[config.mk]
export PLATFORM = sky130hd
export DESIGN_NAME = addsub_seq_unit_flat
export DESIGN_NICKNAME = d
export VERILOG_FILES = /design/src/rtl/addsub_seq_unit_if.sv /design/src/rtl/addsub_seq_unit.sv /design/src/flat_wrapper.sv
export SDC_FILE = /design/constraint.sdc
export NUM_CORES = 1
export LEC_CHECK = 0
export ABC_AREA = 1
export BUFFER_PORTS_ARGS = -buffer_cell sky130_fd_sc_hd__buf_4
export CORE_MARGIN = 2
export CORE_UTILIZATION = 27
export CTS_CLUSTER_DIAMETER = 150
export DETAILED_ROUTE_END_ITERATION = 7
export GPL_TIMING_DRIVEN = 0
export SYNTH_ARGS = -nofsm -noshare
export SYNTH_HDL_FRONTEND = slang
export SYNTH_SLANG_ARGS = --single-unit
[constraint.sdc]
create_clock -name clk -period 3.6 [get_ports clk]
set_input_delay 0.18 -clock clk [delete_from_list [all_inputs] [get_ports clk]]
set_output_delay 0.18 -clock clk [all_outputs]
set_load 0.005 [all_outputs]
[src/rtl/addsub_seq_unit_if.sv]
// Start/busy/done handshake and operand/result bus for addsub_seq_unit.
// The controller drives through the master modport and the unit answers through the slave modport.
interface addsub_seq_unit_if #(
  parameter int WIDTH = 32
);
  logic             start;
  logic             sub;
  logic [WIDTH-1:0] A;
  logic [WIDTH-1:0] B;
  logic             busy;
  logic             done;
  logic [WIDTH-1:0] out;
  logic             carry_out;
  logic             overflow;
  logic             zero;
  logic             sat;

  modport master (
    output start, sub, A, B,
    input  busy, done, out, carry_out, overflow, zero, sat
  );

  modport slave (
    input  start, sub, A, B,
    output busy, done, out, carry_out, overflow, zero, sat
  );
endinterface

[src/rtl/addsub_seq_unit.sv]
// Multi-cycle add/subtract: CHUNK bits per clock with a rippled carry, plus carry/overflow/zero flags.
// Defining ADDU_SAT_EN enables unsigned saturation; without it the sat output stays 0.
module addsub_seq_unit #(
  parameter int WIDTH = 32,
  parameter int CHUNK = 8
) (
  input  logic              clk,
  input  logic              rst,
  addsub_seq_unit_if.slave  bus
);
  localparam int NCH = WIDTH / CHUNK;
  localparam int CW  = (NCH > 1) ? $clog2(NCH) : 1;

  typedef enum logic [0:0] {IDLE = 1'b0, RUN = 1'b1} state_e;

  state_e           state_q, state_d;
  logic [WIDTH-1:0] opa_q, opa_d;
  logic [WIDTH-1:0] opb_q, opb_d;
  logic [WIDTH-1:0] work_q, work_d;
  logic [WIDTH-1:0] out_q, out_d;
  logic [CW-1:0]    cnt_q, cnt_d;
  logic             carry_q, carry_d;
  logic             busy_q, busy_d;
  logic             done_q, done_d;
  logic             carry_out_q, carry_out_d;
  logic             overflow_q, overflow_d;
  logic             zero_q, zero_d;
  logic             sat_q, sat_d;
`ifdef ADDU_SAT_EN
  logic             sub_q, sub_d;
`endif

  logic [CHUNK-1:0] a_chunk_s;
  logic [CHUNK-1:0] b_chunk_s;
  logic [CHUNK:0]   sum_s;
  logic [WIDTH-1:0] final_s;
  logic             last_s;

  assign a_chunk_s = opa_q[cnt_q*CHUNK +: CHUNK];
  assign b_chunk_s = opb_q[cnt_q*CHUNK +: CHUNK];
  assign sum_s     = {1'b0, a_chunk_s} + {1'b0, b_chunk_s} + {{CHUNK{1'b0}}, carry_q};
  assign last_s    = (cnt_q == CW'(NCH - 1));

  // Next-state, datapath and output flag computation.
  always_comb begin
    state_d     = state_q;
    opa_d       = opa_q;
    opb_d       = opb_q;
    work_d      = work_q;
    out_d       = out_q;
    cnt_d       = cnt_q;
    carry_d     = carry_q;
    busy_d      = busy_q;
    done_d      = 1'b0;
    carry_out_d = carry_out_q;
    overflow_d  = overflow_q;
    zero_d      = zero_q;
    sat_d       = sat_q;
    final_s     = '0;
`ifdef ADDU_SAT_EN
    sub_d       = sub_q;
`endif
    case (state_q)
      IDLE: begin
        if (bus.start) begin
          // Subtraction is A + ~B + 1: the +1 enters as the initial carry.
          opa_d   = bus.A;
          opb_d   = bus.sub ? ~bus.B : bus.B;
          carry_d = bus.sub;
          cnt_d   = '0;
          work_d  = '0;
          busy_d  = 1'b1;
          state_d = RUN;
`ifdef ADDU_SAT_EN
          sub_d   = bus.sub;
`endif
        end else begin
          state_d = IDLE;
        end
      end
      RUN: begin
        work_d[cnt_q*CHUNK +: CHUNK] = sum_s[CHUNK-1:0];
        carry_d = sum_s[CHUNK];
        if (last_s) begin
          state_d     = IDLE;
          busy_d      = 1'b0;
          done_d      = 1'b1;
          cnt_d       = '0;
          carry_out_d = sum_s[CHUNK];
          overflow_d  = (a_chunk_s[CHUNK-1] == b_chunk_s[CHUNK-1]) &&
                        (sum_s[CHUNK-1] != a_chunk_s[CHUNK-1]);
`ifdef ADDU_SAT_EN
          if (!sub_q && sum_s[CHUNK]) begin
            final_s = '1;
            sat_d   = 1'b1;
          end else if (sub_q && !sum_s[CHUNK]) begin
            final_s = '0;
            sat_d   = 1'b1;
          end else begin
            final_s = work_d;
            sat_d   = 1'b0;
          end
`else
          final_s = work_d;
          sat_d   = 1'b0;
`endif
          out_d  = final_s;
          zero_d = (final_s == '0);
        end else begin
          cnt_d = cnt_q + CW'(1);
        end
      end
      default: begin
        state_d = IDLE;
        busy_d  = 1'b0;
      end
    endcase
  end

  // State and datapath registers with synchronous reset.
  always_ff @(posedge clk) begin
    if (rst) begin
      state_q     <= IDLE;
      opa_q       <= '0;
      opb_q       <= '0;
      work_q      <= '0;
      out_q       <= '0;
      cnt_q       <= '0;
      carry_q     <= 1'b0;
      busy_q      <= 1'b0;
      done_q      <= 1'b0;
      carry_out_q <= 1'b0;
      overflow_q  <= 1'b0;
      zero_q      <= 1'b0;
      sat_q       <= 1'b0;
`ifdef ADDU_SAT_EN
      sub_q       <= 1'b0;
`endif
    end else begin
      state_q     <= state_d;
      opa_q       <= opa_d;
      opb_q       <= opb_d;
      work_q      <= work_d;
      out_q       <= out_d;
      cnt_q       <= cnt_d;
      carry_q     <= carry_d;
      busy_q      <= busy_d;
      done_q      <= done_d;
      carry_out_q <= carry_out_d;
      overflow_q  <= overflow_d;
      zero_q      <= zero_d;
      sat_q       <= sat_d;
`ifdef ADDU_SAT_EN
      sub_q       <= sub_d;
`endif
    end
  end

  assign bus.busy      = busy_q;
  assign bus.done      = done_q;
  assign bus.out       = out_q;
  assign bus.carry_out = carry_out_q;
  assign bus.overflow  = overflow_q;
  assign bus.zero      = zero_q;
  assign bus.sat       = sat_q;
endmodule

[src/flat_wrapper.sv]
// flat-port wrapper written by rule: the top's interface ports become plain ports
module addsub_seq_unit_flat 
#(
  parameter int WIDTH = 32,
  parameter int CHUNK = 8
)
  (clk, rst, bus_start, bus_sub, bus_A, bus_B, bus_busy, bus_done, bus_out, bus_carry_out, bus_overflow, bus_zero, bus_sat);
  addsub_seq_unit_if #(.WIDTH(WIDTH)) bus_i ();
  input  logic clk;
  input  logic rst;
  input wire logic [$bits(bus_i.start)-1:0] bus_start;
  input wire logic [$bits(bus_i.sub)-1:0] bus_sub;
  input wire logic [$bits(bus_i.A)-1:0] bus_A;
  input wire logic [$bits(bus_i.B)-1:0] bus_B;
  output wire logic [$bits(bus_i.busy)-1:0] bus_busy;
  output wire logic [$bits(bus_i.done)-1:0] bus_done;
  output wire logic [$bits(bus_i.out)-1:0] bus_out;
  output wire logic [$bits(bus_i.carry_out)-1:0] bus_carry_out;
  output wire logic [$bits(bus_i.overflow)-1:0] bus_overflow;
  output wire logic [$bits(bus_i.zero)-1:0] bus_zero;
  output wire logic [$bits(bus_i.sat)-1:0] bus_sat;
  assign bus_i.start = bus_start;
  assign bus_i.sub = bus_sub;
  assign bus_i.A = bus_A;
  assign bus_i.B = bus_B;
  assign bus_busy = bus_i.busy;
  assign bus_done = bus_i.done;
  assign bus_out = bus_i.out;
  assign bus_carry_out = bus_i.carry_out;
  assign bus_overflow = bus_i.overflow;
  assign bus_zero = bus_i.zero;
  assign bus_sat = bus_i.sat;
  addsub_seq_unit #(.WIDTH(WIDTH), .CHUNK(CHUNK)) u_core (.clk(clk), .rst(rst), .bus(bus_i));
endmodule
# ---- Word-level counts from Yosys, hierarchy flattened
# Index checks and enable logic that the tools add are counted.
dict set report word_totals {
  register_bits 137
  elab_cells 49
}
dict set report op_classes {
  addsub 4
  n_eq_ne 5
  n_shift 4
  muxes 16
  bitwise_logic 2
  n_reduce_logical 6
}
# operator n
set op_table {}
lappend op_table {{$mux 32} 2}
lappend op_table {{$pmux 32 s2} 1}
lappend op_table {{$shiftx 32x6->8} 2}
lappend op_table {{$neg 5->34} 1}
lappend op_table {{$shift 8x34->32 const A} 1}
lappend op_table {{$shiftx 8x34->32} 1}
lappend op_table {{$bwmux 32} 1}
lappend op_table {{$logic_not 32->1} 1}
lappend op_table {{$not 32->32} 1}
lappend op_table {{$add 8x8->9} 1}
lappend op_table {{$add 9x1->9} 1}
lappend op_table {{$mux 1} 6}
lappend op_table {{$pmux 1 s2} 3}
lappend op_table {{$reduce_and 2->1} 3}
lappend op_table {{$mux 2} 2}
lappend op_table {{$ne 2x2->1 const B} 2}
lappend op_table {{$pmux 2 s2} 1}
lappend op_table {{$add 2x1->2 const B} 1}
lappend op_table {{$eq 2x2->1 const B} 1}
lappend op_table {{$reduce_or 2->1} 1}
lappend op_table {{$eq 1x1->1} 1}
lappend op_table {{$logic_and 1x1->1} 1}
lappend op_table {{$ne 1x1->1} 1}
lappend op_table {{$not 1->1} 1}

# ---- Longest topological paths before layout
# Gate-level depths: netlist of run 1.
dict set report logic_depth {
  depth_word 6
  mapped_depth 23
}

# ---- Worst setup path after synthesis of run 1
# Ideal clock, no wire load.
dict set report synth_path {
  kind {reg2reg}
  start {reg u_core.cnt_q[0]}
  end {reg u_core.zero_q (netlist: u_core.bus.zero)}
  t_arrival_ps 2979
  setup_slack_ps 563
  path_stages_with_launch 22
  n_path_buf 4
  period_less_slack_ps 3037
  path_cell_list {dfxtp_1 > buf_4 > buf_2 > clkbuf_1 > buf_2 > nor2_1 > o22ai_1 > fa_1 > fa_1 > inv_1 > nand2_1 > nand2_1 > inv_1 > a21oi_1 > nand2_1 > nor2_1 > nand3_1 > nor2_1 > nand3_1 > nor2_1 > nand3_1 > nand2_1}
}
dict set report synth_via {
  elab_chain_len 6
}
# element line
set synth_rtl {}
lappend synth_rtl {{start: declaration} addsub_seq_unit.sv:21} ;# logic [CW-1:0] cnt_q, cnt_d;
lappend synth_rtl {{start signal: assignment} addsub_seq_unit.sv:145} ;# cnt_q <= cnt_d;
lappend synth_rtl {{$shiftx 32x6->8, on equally long branches} {addsub_seq_unit.sv:39, addsub_seq_unit.sv:40}}
lappend synth_rtl {{$add 8x8->9} addsub_seq_unit.sv:41} ;# assign sum_s = {1'b0, a_chunk_s} + {1'b0, b_chunk_s} + {{CHUNK{1'b0}}, carry_q};
lappend synth_rtl {{$add 9x1->9} addsub_seq_unit.sv:41}
lappend synth_rtl {{$shiftx 8x34->32} addsub_seq_unit.sv:82} ;# work_d[cnt_q*CHUNK +: CHUNK] = sum_s[CHUNK-1:0];
lappend synth_rtl {{$bwmux 32} addsub_seq_unit.sv:82}
lappend synth_rtl {{$logic_not 32->1} addsub_seq_unit.sv:108} ;# zero_d = (final_s == '0);
lappend synth_rtl {{end signal: assignment} addsub_seq_unit.sv:151} ;# zero_q <= zero_d;
lappend synth_rtl {{end: declaration} addsub_seq_unit.sv:27} ;# logic zero_q, zero_d;
# Parallel ways exist; a longest one is shown, timed or not.
# A chain may end at the register's enable or synchronous reset.

# ---- Worst setup path after layout of run 1
# Ends and elaborated chain as after synthesis.

==> results of run 1 <==
power by group through the flow:
stage | logic, mW | registers, mW | clock network, mW
5_1_grt | 0.840 | 1.63 | 1.87
2_1_floorplan | 0.456 | 1.64 | 0
4_1_cts | 0.726 | 1.62 | 1.80
6_report | 0.752 | 1.63 | 1.78
3_5_place_dp | 0.691 | 1.66 | 0
3_3_place_gp | 0.690 | 1.66 | 0
worst max-delay path, stage by stage (launching register included):
cell	delay, ns
dfxtp_2	0.34
buf_6	0.14
buf_2	0.19
clkbuf_4	0.21
buf_4	0.19
nor2_2	0.13
o22ai_2	0.11
fa_2	0.38
fa_2	0.37
nand2_1	0.10
nand2_1	0.07
nand3_1	0.10
nand3_1	0.16
nand3_2	0.18
nor2_4	0.06
a22oi_2	0.20
nand2_1	0.14
nor2_1	0.11
nand3_1	0.07
nand2_1	0.06
kinds of logic after synthesis:
group / after synthesis / synth area share, %
other cells: 1 / 0.0591
fa+ha+maj: 15 / 3.19
flops: 137 / 43.2
compound gates: 238 / 20.2
buf+inv: 122 / 7.55
simple gates: 340 / 21.3
xor+xnor: 33 / 4.55
worst max path at each step:
stage / slack (ns) / endpoint / cells after the start / from
4_1_cts: 0.006 / u_core.bus.zero / 21 / u_core.cnt_q[0]
6_report: 0.22 / u_core.bus.zero / 19 / u_core.cnt_q[0]
5_1_grt: 0.001 / u_core.bus.zero / 21 / u_core.cnt_q[0]
3_3_place_gp: -0.19 / u_core.bus.zero / 21 / u_core.cnt_q[0]
2_1_floorplan: 0.56 / u_core.bus.zero / 21 / u_core.cnt_q[0]
3_5_place_dp: -0.19 / u_core.bus.zero / 19 / u_core.cnt_q[0]
layout make-up:
| class | count | area, sq um | area share [%] |
|---|---|---|---|
| Buffer | 54 | 243 | 2.87 |
| Clock buffer | 23 | 498 | 5.88 |
| Clock inverter | 3 | 90.1 | 1.06 |
| Inverter | 67 | 251 | 2.97 |
| Multi-Input combinational cell | 627 | 3200 | 37.8 |
| Sequential cell | 137 | 2740 | 32.4 |
| Tap cell | 319 | 399 | 4.71 |
| Timing Repair Buffer | 130 | 1050 | 12.3 |
metrics by stage:
step | worst slack (ns) | power [mW]
final | 0.221 | 4.16
after global routing | 0.00111 | 4.34
after CTS | 0.00568 | 4.15
after detailed placement | -0.187 | 2.35
after global placement | -0.186 | 2.35
after floorplan | 0.563 | 2.10
routing by layer:
layer	vias to the layer above	routed length (um)	part of all wire (%)	GRT usage (%)
met2	204	9130	46	26.4
met5	-	0	0	0
li1	3185	-	-	-
met1	2830	9370	47	22.3
met3	21	1030	5.2	3.30
met4	0	268	1.4	4.68
Yosys cell counts, drive strengths merged (13+ instances only):
master,number
nand2,173
dfxtp,137
nor2,130
o21ai,129
a21oi,75
inv,67
clkbuf,36
xnor2,32
nand3,23
buf,19
o22ai,14
ha,13
state kept, by name, summed over array words and instances, names as in the netlist:
register              cells
u_core.bus.busy           1
u_core.bus.carry_out      1
u_core.bus.done           1
u_core.bus.out           32
u_core.bus.overflow       1
u_core.bus.zero           1
u_core.carry_q            1
u_core.cnt_q              2
u_core.opa_q             32
u_core.opb_q             32
u_core.state_q            1
u_core.work_q            32
what timing repair did:
| item | 4_1_cts | 5_1_grt |
|---|---|---|
| gates resized for setup | 9 | 22 |
| hold buffers | 28 | 0 |
| pin swaps | 0 | 1 |
| gates cloned | 0 | 0 |
| endpoints found under the hold margin | 28 | 0 |
| setup endpoints to repair | 3 | 11 |
==> impl_results.md, run 1 <==
- Total CTS buffers: 17
- I/O Pins: 106
- Slew HR: 47.9%
- Switch Pwr: 1.14 mW
- Worst Path Arrival: 3.75 ns
- Reg2reg start: u_core.cnt_q[0]
- Reg2Reg Capture Point: u_core.bus.zero
- Post-CTS setup buffer count: 0
- Final Skew: 0.00577 ns
- Cell Area, Synth: 0.00635 sq mm
- Final Setup Violations: 0
- Commonest non-fill, non-tap cell in the layout: nand2_1
- Port bufs: 102
- H-Tree Depth: 4
- Hold path start: bus_A[29]
- Layout Nets: 1,117
- Worst R2R Path Depth: 19
- First-pass GRT wire length: 31.2 mm
- R2r setup slk: 0.22 ns
- RD Place Congestion: 0.895
- Die area: 0.0248 sq mm
- Crit Path Class: reg -> reg
- Core Region: 0.0233 sq mm
- Hold_ws: 0.00139 ns
- Clock Path Buffers: 2
- Final cell count without fillers: 1,360
- Register area share after synthesis: 43.2%
- Hold path cells: 3
- DRT antenna net count: 0
- Sequential power share: 39.1%
- Number of max-cap violations: 0
- Main synth FF type: dfxtp_1
- Chip width: 157 um
- Core Util, Final: 36.4%
- Clock root buffer: clkbuf_16
- Max Transition Viols Final: 0
- Pre-antenna DRT Iters: 5
- Largest net degree at the start of global routing: 17
- Via count: 6,240
- Synth warn: 0
- Fin Setup TNS: 0 ns
- Fill count: 2,445
- Period utilization: 93.9%
- Leakage Power: 3.63 nW
- Clk pwr share: 42.8%
- Switching Share: 27.4%
- Die Y: 157 um
- Area after DPL: 0.00751 sq mm
- Status: finished, final reports clean
- Avg Inst Size Synth: 7.17 sq um
- Wirelength, routed: 19.8 mm
- # rows: 56
- Cell taking the most area after synthesis: dfxtp_1
- Worst-path clk slew: 0.06 ns
- Final Hold Viols: 0
- Power per cell area: 491 mW/mm^2
- DRC Markers: 0
- Internal power: 3.02 mW
- Gate Count Post-Synth: 886
- Fin area: 0.00847 sq mm
- Slew @ Worst Pin: 0.779 ns
- Comb power frac: 18.1%
- Ant diodes: 0
- FF+latch count, synth: 137
- Worst setup SP type: flip-flop
- Vias in the first global route: 5,759
- Post-synthesis cell type count: 31
- Global route total overflow: 0
- Peak fanout along the critical path: 10
- Commonest non-fill, non-tap cells in the layout: nand2_1, dfxtp_1, o21ai_0
- Clock tree sinks: 137
- Tmin final: 3.38 ns
- Main area contributors after synthesis: dfxtp_1, o21ai_0, nand2_1
- Worst Hold Path EP: u_core.opa_q[29]
- DRT iter0 DRCs: 557
- Max Freq: 296 MHz
- Endpoint class of the critical path: flip-flop
- Routed len/inst: 14.6 um
- Post-synth EDFFs: 0
- Share of cells above drive strength 1: 16.5%
- RSZ-0062 raised after global routing: false
- Initial antenna violation count: 0
- Cells after DPL: 1,307
- Top cell type's share of synthesized area: 43.2%
- Area grow syn2layout: 33.4%
- Initial Util: 27.3%
- WP data required: 3.97 ns
- Routed vias/inst: 4.59
- Syn Nets: 969
- Worst hold path type: in -> reg
- Synth async-reset ratio: 0%
- Max VDD drop: 348 uV
- Final HPWL DP: 14.5 mm
- Gr usage total: 16.4%
- Worst-Skew Late Latency: 0.42 ns
- CTS tree: yes
Power figures use the tool's default switching activity.
==> run 2, diff against run 1 <==
--- a/config.mk
+++ b/config.mk
@@ -7,11 +7,16 @@
 export LEC_CHECK = 0
 export ABC_AREA = 1
 export BUFFER_PORTS_ARGS = -buffer_cell sky130_fd_sc_hd__buf_4
+export CELL_PAD_IN_SITES_DETAIL_PLACEMENT = 1
+export CELL_PAD_IN_SITES_GLOBAL_PLACEMENT = 2
 export CORE_MARGIN = 2
 export CORE_UTILIZATION = 27
 export CTS_CLUSTER_DIAMETER = 150
+export CTS_CLUSTER_SIZE = 24
 export DETAILED_ROUTE_END_ITERATION = 7
 export GPL_TIMING_DRIVEN = 0
+export PLACE_DENSITY_LB_ADDON = 0.1
+export SKIP_CTS_REPAIR_TIMING = 1
 export SYNTH_ARGS = -nofsm -noshare
 export SYNTH_HDL_FRONTEND = slang
 export SYNTH_SLANG_ARGS = --single-unit
==> run 2 against run 1 <==
  * The run now ends with negative hold slack left
  * Maximum frequency shrank 0.86%
  * Flip-flop and latch count is the same
  * Count of clock-buffer cells in the layout shrank 3
  * Power grew 2.8%
  * Combinational power grew 7.4%
  * Hold slack lost 0.024 ns
  * Core utilization is essentially flat
  * Clock power grew 3%
  * Sequential power is essentially flat
  * Sequential share of layout area is essentially flat
  * Design area is essentially flat
  * Critical path type unchanged
  * Largest cell class unchanged
  * Largest power group unchanged
==> impl_results.md, run 2 (same netlist as run 1, synthesis figures left out) <==
- Status: finished, violations left
- Violated checks: negative hold slack
- Max VDD drop: 240 uV (-31%)
- Routed len/inst: 16.8 um (+15%)
- Fill count: 2,911 (+19%)
- Area grow syn2layout: 33.3% (about the same)
- Period utilization: 94.7% (+0.81 points)
- Ant diodes: 0 (unchanged)
- Leakage Power: 3.63 nW (-0.17%)
- H-Tree Depth: 4 (unchanged)
- Core Region: 0.0233 sq mm (unchanged)
- Total CTS buffers: 17 (unchanged)
- DRT antenna net count: 0 (unchanged)
- Routed vias/inst: 4.56 (-0.63%)
- Worst-Skew Late Latency: 0.43 ns (about the same)
- DP Worst Slack: -0.389 ns (-0.203 ns)
- DRT iter0 DRCs: 230 (-59%)
- RD Place Congestion: 0.811 (-9.4%)
- Max Freq: 293 MHz (-0.86%)
- Via count: 6,187 (-0.85%)
- Endpoint class of the critical path: flip-flop
- Area after DPL: 0.00751 sq mm (unchanged)
- Clock tree sinks: 137 (unchanged)
- RSZ-0062 raised after global routing: true
- Die area: 0.0248 sq mm (unchanged)
- WP data required: 3.93 ns (-0.04 ns)
- GRT met3 Usage: 3.28% (-0.028 points)
- Final setup margin: 0.191 ns (-0.0292 ns)
- Vias in the first global route: 6,250 (+8.5%)
- Clock Path Buffers: 2 (unchanged)
- CTS tree: yes
- GR Util met1: 24.1% (+1.8 points)
- Gr usage total: 18.8% (+2.4 points)
- Max Transition Viols Final: 0 (unchanged)
- Fin Setup TNS: 0 ns (unchanged)
- Crit Path Class: reg -> reg
- Met2 Use GR: 32.6% (+6.2 points)
- Number of max-cap violations: 0 (unchanged)
- Largest net degree at the start of global routing: 17 (unchanged)
- Final Setup Violations: 0 (unchanged)
- Worst Path Arrival: 3.74 ns (about the same)
- # rows: 56 (unchanged)
- Commonest non-fill, non-tap cell in the layout: nand2_1
- Port bufs: 102 (unchanged)
- Global route total overflow: 0 (unchanged)
- Share of cells above drive strength 1: 18.6% (+2.1 points)
- Tmin final: 3.41 ns (+0.0292 ns)
- Wirelength, routed: 22.8 mm (+15%)
- Worst-path clk slew: 0.06 ns (about the same)
- Global route hottest layer: met2
- Hold_ws: -0.0230 ns (-0.0244 ns)
- Die Y: 157 um (unchanged)
- Peak fanout along the critical path: 10 (unchanged)
- Pre-antenna DRT Iters: 4 (-1)
- Commonest non-fill, non-tap cells in the layout: nand2_1, dfxtp_1, o21ai_0
- Clock root buffer: clkbuf_16
- Slew HR: 43.5% (-4.4 points)
- Final Hold Viols: 11 (+11)
- Slew @ Worst Pin: 0.845 ns (+0.0659 ns)
- Initial antenna violation count: 0 (unchanged)
- Final total power: 4.28 mW (+2.8%)
- I/O Pins: 106 (unchanged)
- Worst hold path type: in -> reg
- Fin area: 0.00846 sq mm (about the same)
- DRC Markers: 0 (unchanged)
- First-pass GRT wire length: 35.2 mm (+13%)
- Final HPWL DP: 17.1 mm (+18%)
- Worst setup SP type: flip-flop
- Power per cell area: 505 mW/mm^2 (+2.9%)
- Initial Util: 27.3% (unchanged)
- Chip width: 157 um (unchanged)
- Final Skew: 0.0140 ns (+0.00824 ns)
- Layout Nets: 1,109 (-0.72%)
run 2: per-layer routing:
layer	up-vias	wire [um]
met1	2883	10700
met2	102	11100
li1	3179	-
met5	-	0
met3	23	616
met4	0	358
run 2: stage by stage:
stage | cells | util (%)
after CTS | 1338 | 34.9
final | 1357 | 36.4
after global routing | 1357 | 36.4
after global placement | 1307 | 32.3
after floorplan | 886 | -
after detailed placement | 1307 | 32.3
run 2: final cells by class:
class	instances	area, sq um	share of cell area [%]
inverters	67	251	2.97
repair buffers	122	961	11.4
flip-flops and latches	137	2740	32.4
well taps	319	399	4.72
clock inverters	11	146	1.73
multi-input cells	627	3250	38.4
plain buffers	54	254	3.00
clock buffers	20	457	5.40
run 2: power by group:
part           internal, mW  switching, mW
Clock                  1.12          0.721
Sequential             1.59         0.0406
Combinational         0.287          0.520
Total                  3.00           1.28
run 2: path summary, 6_finish.rpt:
path | from | to | slack, ns | cells after the start
max | u_core.cnt_q[0] | u_core.bus.zero | 0.19 | 20
min | bus_A[9] | u_core.opa_q[9] | -0.02 | 3
max reg2reg | u_core.cnt_q[0] | u_core.bus.zero | 0.19 | 20
min reg2reg | u_core.bus.out[17] | u_core.bus.out[17] | 0.45 | 2
run 2: critical path, cell delays in order (launching register included):
cell	delay, ns
dfxtp_2	0.34
buf_6	0.15
clkbuf_4	0.20
buf_4	0.19
buf_4	0.18
nor2_2	0.13
o22ai_2	0.11
fa_2	0.39
fa_2	0.37
nand2_1	0.11
nand2_1	0.09
nand3_1	0.11
nand2_1	0.07
nand2_1	0.15
nand3_2	0.16
nor2_4	0.17
a22oi_2	0.10
nand2_1	0.13
nor2_1	0.06
nand3_1	0.06
nand2_1	0.04
